[src/rtl/vga_pkg.sv]
// Shared VGA framebuffer geometry and pixel-RAM writer state encoding.
// Used by the scan controller and the rectangle fill engine.
package vga_pkg;

    localparam int H_ACTIVE = 640;
    localparam int V_ACTIVE = 480;
    localparam int ROW_W    = 9;
    localparam int COL_W    = 10;
    localparam int PIX_W    = 12;

    typedef enum logic [1:0] {
        IDLE,
        CLIP,
        WAIT_VS,
        FILL
    } fill_state_t;

endpackage

[src/rtl/vram_rect_fill_if.sv]
// Fill command handshake plus pixel RAM write port.
// master = command source / RAM side, slave = fill engine.
interface vram_rect_fill_if;
    import vga_pkg::*;

    logic             cmd_valid;
    logic             cmd_ready;
    logic [COL_W-1:0] cmd_x0;
    logic [ROW_W-1:0] cmd_y0;
    logic [COL_W-1:0] cmd_w;
    logic [ROW_W-1:0] cmd_h;
    logic [PIX_W-1:0] cmd_color;
    logic             cmd_sync;

    logic [ROW_W-1:0] wr_row;
    logic [COL_W-1:0] wr_col;
    logic [PIX_W-1:0] wr_data;
    logic             wrn;

    modport master (
        output cmd_valid, cmd_x0, cmd_y0, cmd_w, cmd_h,
        output cmd_color, cmd_sync,
        input  cmd_ready, wr_row, wr_col, wr_data, wrn
    );

    modport slave (
        input  cmd_valid, cmd_x0, cmd_y0, cmd_w, cmd_h,
        input  cmd_color, cmd_sync,
        output cmd_ready, wr_row, wr_col, wr_data, wrn
    );

endinterface

[src/rtl/vram_rect_clip.sv]
// Combinational clip of a rectangle to the visible area.
// Produces inclusive end column/row and an empty flag.
module vram_rect_clip
    import vga_pkg::*;
(
    input  logic [COL_W-1:0] x0,
    input  logic [ROW_W-1:0] y0,
    input  logic [COL_W-1:0] w,
    input  logic [ROW_W-1:0] h,
    output logic [COL_W-1:0] xe,
    output logic [ROW_W-1:0] ye,
    output logic             empty
);

    localparam logic [10:0] H_LIM = 11'(H_ACTIVE);
    localparam logic [10:0] V_LIM = 11'(V_ACTIVE);

    logic [10:0] x_end;
    logic [10:0] y_end;
    logic [10:0] x_lim;
    logic [10:0] y_lim;
    logic [10:0] x_last;
    logic [10:0] y_last;

    always_comb begin
        x_end  = {1'b0, x0} + {1'b0, w};
        y_end  = {2'b0, y0} + {2'b0, h};
        x_lim  = (x_end > H_LIM) ? H_LIM : x_end;
        y_lim  = (y_end > V_LIM) ? V_LIM : y_end;
        x_last = x_lim - 11'd1;
        y_last = y_lim - 11'd1;
    end

    assign xe = x_last[COL_W-1:0];
    assign ye = y_last[ROW_W-1:0];

    assign empty = (w == '0) || (h == '0) ||
                   ({1'b0, x0} >= H_LIM) ||
                   ({2'b0, y0} >= V_LIM);

endmodule

[src/rtl/vram_rect_fill.sv]
// Rectangle fill engine: clips a command and writes it pixel by pixel,
// in raster order, into the framebuffer, optionally starting at VS.
module vram_rect_fill
    import vga_pkg::*;
(
    input  logic            clk,
    input  logic            rst,
    input  logic            vs,
    vram_rect_fill_if.slave bus,
    output logic            busy,
    output logic            done
);

    fill_state_t      state;
    logic [COL_W-1:0] x0_q;
    logic [COL_W-1:0] w_q;
    logic [COL_W-1:0] xe_q;
    logic [ROW_W-1:0] y0_q;
    logic [ROW_W-1:0] h_q;
    logic [ROW_W-1:0] ye_q;
    logic [PIX_W-1:0] color_q;
    logic             sync_q;
    logic             vs_q;

    logic [COL_W-1:0] xe_c;
    logic [ROW_W-1:0] ye_c;
    logic             empty_c;
    logic             vs_fall;
    logic             start;
    logic             last_col;
    logic             last_row;

    vram_rect_clip u_clip (
        .x0    (x0_q),
        .y0    (y0_q),
        .w     (w_q),
        .h     (h_q),
        .xe    (xe_c),
        .ye    (ye_c),
        .empty (empty_c)
    );

    assign bus.cmd_ready = (state == IDLE);
    assign busy          = (state != IDLE);
    assign vs_fall       = vs_q & ~vs;
    assign last_col      = (bus.wr_col == xe_q);
    assign last_row      = (bus.wr_row == ye_q);

    // Outputs are registered, so the first write is issued one state early.
    assign start = ((state == CLIP) && !empty_c && !sync_q) ||
                   ((state == WAIT_VS) && vs_fall);

    always_ff @(posedge clk or posedge rst) begin
        if (rst) begin
            state       <= IDLE;
            x0_q        <= '0;
            w_q         <= '0;
            xe_q        <= '0;
            y0_q        <= '0;
            h_q         <= '0;
            ye_q        <= '0;
            color_q     <= '0;
            sync_q      <= 1'b0;
            vs_q        <= 1'b1;
            done        <= 1'b0;
            bus.wrn     <= 1'b1;
            bus.wr_row  <= '0;
            bus.wr_col  <= '0;
            bus.wr_data <= '0;
        end else begin
            vs_q <= vs;
            done <= 1'b0;
            unique case (state)
                IDLE: begin
                    if (bus.cmd_valid) begin
                        x0_q    <= bus.cmd_x0;
                        y0_q    <= bus.cmd_y0;
                        w_q     <= bus.cmd_w;
                        h_q     <= bus.cmd_h;
                        color_q <= bus.cmd_color;
                        sync_q  <= bus.cmd_sync;
                        state   <= CLIP;
                    end
                end
                CLIP: begin
                    xe_q <= xe_c;
                    ye_q <= ye_c;
                    if (empty_c) begin
                        done  <= 1'b1;
                        state <= IDLE;
                    end else if (sync_q) begin
                        state <= WAIT_VS;
                    end else begin
                        state <= FILL;
                    end
                end
                WAIT_VS: begin
                    if (vs_fall) state <= FILL;
                end
                FILL: begin
                    if (last_col && last_row) begin
                        bus.wrn <= 1'b1;
                        done    <= 1'b1;
                        state   <= IDLE;
                    end else if (last_col) begin
                        bus.wr_col <= x0_q;
                        bus.wr_row <= bus.wr_row + 1'b1;
                    end else begin
                        bus.wr_col <= bus.wr_col + 1'b1;
                    end
                end
                default: state <= IDLE;
            endcase
            if (start) begin
                bus.wrn     <= 1'b0;
                bus.wr_row  <= y0_q;
                bus.wr_col  <= x0_q;
                bus.wr_data <= color_q;
            end
        end
    end

endmodule

[src/flat_wrapper.sv]
// flat-port wrapper written by rule: the top's interface ports become plain ports
module vram_rect_fill_flat import vga_pkg::*;
  (clk, rst, vs, busy, done, bus_cmd_valid, bus_cmd_x0, bus_cmd_y0, bus_cmd_w, bus_cmd_h, bus_cmd_color, bus_cmd_sync, bus_cmd_ready, bus_wr_row, bus_wr_col, bus_wr_data, bus_wrn);
  vram_rect_fill_if bus_i ();
  input  logic clk;
  input  logic rst;
  input  logic vs;
  output logic busy;
  output logic done;
  input wire logic [$bits(bus_i.cmd_valid)-1:0] bus_cmd_valid;
  input wire logic [$bits(bus_i.cmd_x0)-1:0] bus_cmd_x0;
  input wire logic [$bits(bus_i.cmd_y0)-1:0] bus_cmd_y0;
  input wire logic [$bits(bus_i.cmd_w)-1:0] bus_cmd_w;
  input wire logic [$bits(bus_i.cmd_h)-1:0] bus_cmd_h;
  input wire logic [$bits(bus_i.cmd_color)-1:0] bus_cmd_color;
  input wire logic [$bits(bus_i.cmd_sync)-1:0] bus_cmd_sync;
  output wire logic [$bits(bus_i.cmd_ready)-1:0] bus_cmd_ready;
  output wire logic [$bits(bus_i.wr_row)-1:0] bus_wr_row;
  output wire logic [$bits(bus_i.wr_col)-1:0] bus_wr_col;
  output wire logic [$bits(bus_i.wr_data)-1:0] bus_wr_data;
  output wire logic [$bits(bus_i.wrn)-1:0] bus_wrn;
  assign bus_i.cmd_valid = bus_cmd_valid;
  assign bus_i.cmd_x0 = bus_cmd_x0;
  assign bus_i.cmd_y0 = bus_cmd_y0;
  assign bus_i.cmd_w = bus_cmd_w;
  assign bus_i.cmd_h = bus_cmd_h;
  assign bus_i.cmd_color = bus_cmd_color;
  assign bus_i.cmd_sync = bus_cmd_sync;
  assign bus_cmd_ready = bus_i.cmd_ready;
  assign bus_wr_row = bus_i.wr_row;
  assign bus_wr_col = bus_i.wr_col;
  assign bus_wr_data = bus_i.wr_data;
  assign bus_wrn = bus_i.wrn;
  vram_rect_fill u_core (.clk(clk), .rst(rst), .vs(vs), .bus(bus_i), .busy(busy), .done(done));
endmodule
[config.mk]
export PLATFORM = sky130hd
export DESIGN_NAME = vram_rect_fill_flat
export DESIGN_NICKNAME = d
export VERILOG_FILES = /design/src/rtl/vga_pkg.sv /design/src/rtl/vram_rect_fill_if.sv /design/src/rtl/vram_rect_clip.sv /design/src/rtl/vram_rect_fill.sv /design/src/flat_wrapper.sv
export SDC_FILE = /design/constraint.sdc
export NUM_CORES = 1
export LEC_CHECK = 0
export CORE_MARGIN = 1.5
export CORE_UTILIZATION = 60
export CTS_CLUSTER_DIAMETER = 100
export DETAILED_ROUTE_END_ITERATION = 12
export DONT_BUFFER_PORTS = 1
export PLACE_DENSITY = 0.73
export REMOVE_ABC_BUFFERS = 1
export SKIP_CTS_REPAIR_TIMING = 1
export SLEW_MARGIN = 40
export SYNTH_ARGS = -nofsm -noshare
export SYNTH_HDL_FRONTEND = slang
export SYNTH_SLANG_ARGS = --single-unit
[constraint.sdc]
create_clock -name clk -period 7.4 [get_ports clk]
set_input_delay 0.74 -clock clk [delete_from_list [all_inputs] [get_ports clk]]
set_output_delay 0.74 -clock clk [all_outputs]
set_load 0.01 [all_outputs]
==> summary.md <==
| Metric | Value |
|---|---|
| Status | `completed` |
| Antenna Cells | `0` |
| Fin nets | `658` |
| Distinct cells, synth | `60` |
| Crit path DAT | `4100 ps` |
| Worst VDD drop | `0.243 mV` |
| Vias | `4374` |
| Share of post-route cells with drive strength above 1 | `17.5%` |
| Worst-Margin Slew | `810 ps` |
| Full die area | `10600 um2` |
| Yosys reg bits | `106` |
| CP startpoint kind | `flip-flop` |
| Placed Area | `6120 um2` |
| Ports | `90` |
| Cell Rows | `36` |
| DR iter-0 viols | `222` |
| CTS H-tree lvls | `3` |
| Routed len/inst | `17.9 um` |
| CP max FO | `9` |
| Dpl hpwl | `9.60 mm` |
| Core ar. | `9730 um2` |
| TritonCTS buffer count | `9` |
| Port Buffers | `0` |
| DRT Pass-1 Iters | `5` |
| Fin crit period | `3790 ps` |
| Power Density | `435 nW/um2` |
| Fmax | `264 MHz` |
| RePlAce Congestion | `0.904` |
| Final Hold Violating Endpoints | `0` |
| Worst Hold Class | `input port to asynchronous set/reset pin` |
| Fin crit share | `51.3%` |
| Crit Path Class | `flip-flop to flip-flop` |
| Final Instance Area | `6330 um2` |
| Fin Clk Skew | `13.7 ps` |
| Drt drc | `0` |
| Antenna violations before repair | `0` |
| Clock Latency Late Sink | `380 ps` |
| Vias in the first global route | `4015` |
| Setup violators final | `0` |
| FFs w/ async S/R, synth | `100%` |
| Die H | `103 um` |
| Post-synthesis cell area | `5990 um2` |
| Gr usage total | `25.3%` |
| Worst-path clk slew | `110 ps` |
| Pin count of the biggest net entering global routing | `76` |
| Clk buf depth | `2` |
| Pins Over Slew Limit | `0` |
| Via/cell ratio | `6.11` |
| Worst rel slew slack | `45.4%` |
| Starting Density | `61.6%` |
| RR Startpoint | `u_core.x0_q[0]` |
| Yosys Warn Count | `0` |
| Clock tree sinks | `106` |
| Cells after Synth | `585` |
| R2R Setup Slk | `3610 ps` |
| CTS root buffer | `clkbuf_8` |
| Total gr overflow | `0` |
| Antenna Nets Post-Route | `0` |
| Most frequent cells in the layout | `dfrtp_1 (104), mux2_2 (59), nor2_1 (46)` |
| Syn avg cell area | `10.2 um2` |
| Critical Path RT | `7710 ps` |
| Setup TNS | `0 ps` |
| CTS tree | `built` |
| Detailed Route WL | `12.8 mm` |
| Sequential share of the synthesized area | `44.3%` |
| Post-synth EDFFs | `0` |
| RSZ-0062 raised after global routing | `false` |
| Max_cap viols | `0` |
| Main synth FF type | `dfrtp_1` |
| Global-route wire length before repair | `20.3 mm` |
| Nature of the critical path endpoint | `flip-flop` |
| Cells on worst reg2reg path | `15` |
| FF-to-FF End | `u_core.xe_q[4]` |
| Most common cell after layout, fill and taps aside | `dfrtp_1` |
| Layout area overhead | `5.62%` |
| Static leakage | `2.67 nW` |
| Die width | `103 um` |
## synth_stat cells, types with 8 or more instances
cell / number / share of area (%)
dfrtp_1: 104 / 43
mux2_2: 59 / 11
nor2_1: 46 / 2.9
nand2_1: 44 / 2.8
o21ai_0: 35 / 2.9
a21oi_1: 27 / 2.3
xnor2_1: 25 / 3.7
ha_1: 23 / 4.8
xor2_1: 23 / 3.4
clkbuf_1: 17 / 1.1
nand2b_1: 15 / 1.6
nand3_1: 15 / 1.3
a31oi_1: 13 / 1.4
inv_1: 12 / 0.75
and3_1: 11 / 1.1
nor3_1: 11 / 0.92
nor4_1: 11 / 1.1
nand4_1: 9 / 0.94
a21o_1: 8 / 1.0
## worst max-delay path, cell delays in order (launching register included)
cell and delay (ps):
dfrtp_1 390, ha_1 200, inv_1 60, fa_1 420, nand2b_1 230, a211oi_2 260
o211ai_2 170, or4b_4 590, a21o_1 220, a21oi_4 270, nand2_1 90, ha_1 290
nand3_1 90, o21ai_0 80, and3_1 210, nor3_2 130
## kinds of logic after synthesis
family          synth area share [%]
simple gates                    15.6
compound gates                  12.9
flops                           44.3
mux                             12.3
xor+xnor                        7.02
buf+inv                         2.40
fa+ha+maj                       5.47
## worst max path at each step
stage                                      end  cells after the start  slack (ps)            from
global route                    u_core.xe_q[4]                     15        3330  u_core.x0_q[0]
CTS                             u_core.xe_q[4]                     15        3630  u_core.x0_q[0]
global placement                u_core.xe_q[4]                     15        3780  u_core.x0_q[0]
detailed placement              u_core.xe_q[4]                     15        3670  u_core.x0_q[0]
finish                          u_core.xe_q[4]                     15        3610  u_core.x0_q[0]
floorplan           asynchronous set/reset pin                      1        3870             rst
## metal layers
metal	up-vias	GRT usage (%)	part of all wire (%)
met5	-	0	0
met2	170	35.7	42
met4	0	8.00	1.6
li1	2090	-	-
met3	15	9.08	9.3
met1	2099	36.6	47
## where the power goes
part	internal (mW)	total [mW]	leakage, nW	switching (mW)
Sequential	0.797	1.09	1.28	0.292
Combinational	0.584	1.29	1.28	0.705
Clock	0.170	0.374	0.109	0.204
Total	1.55	2.75	2.67	1.20
## state kept, by name, indices dropped and copies added, names as in the netlist, named ones only
name and cells:
u_core.state 1, u_core.bus.wr_row 9, u_core.bus.wr_data 12, u_core.bus.wrn 1, u_core.vs_q 1, u_core.color_q 12
u_core.y0_q 9, u_core.sync_q 1, u_core.bus.wr_col 10, u_core.x0_q 10, u_core.xe_q 10, u_core.h_q 9
u_core.w_q 10, u_core.done 1, u_core.ye_q 9
## area by class of cell
type | instances | area (um2)
repair buffers | 5 | 41.3
flip-flops and latches | 106 | 2660
multi-input cells | 444 | 3210
inverters | 12 | 47.5
fillers | 805 | 3400
well taps | 133 | 166
clock inverters | 6 | 72.6
clock buffers | 10 | 138
## metrics by stage
step                util [%]  hold WS (ps)  cells  total power, mW  setup WS [ps]
global route            65.0           230    716             2.97           3330
global placement        62.8           479    700             2.32           3780
detailed placement      62.9           488    700             2.37           3670
CTS                     65.0           209    716             2.75           3630
finish                  65.0           210    716             2.75           3610
floorplan                  -           459    562             2.06           3870
(Power assumes the default switching activity.)
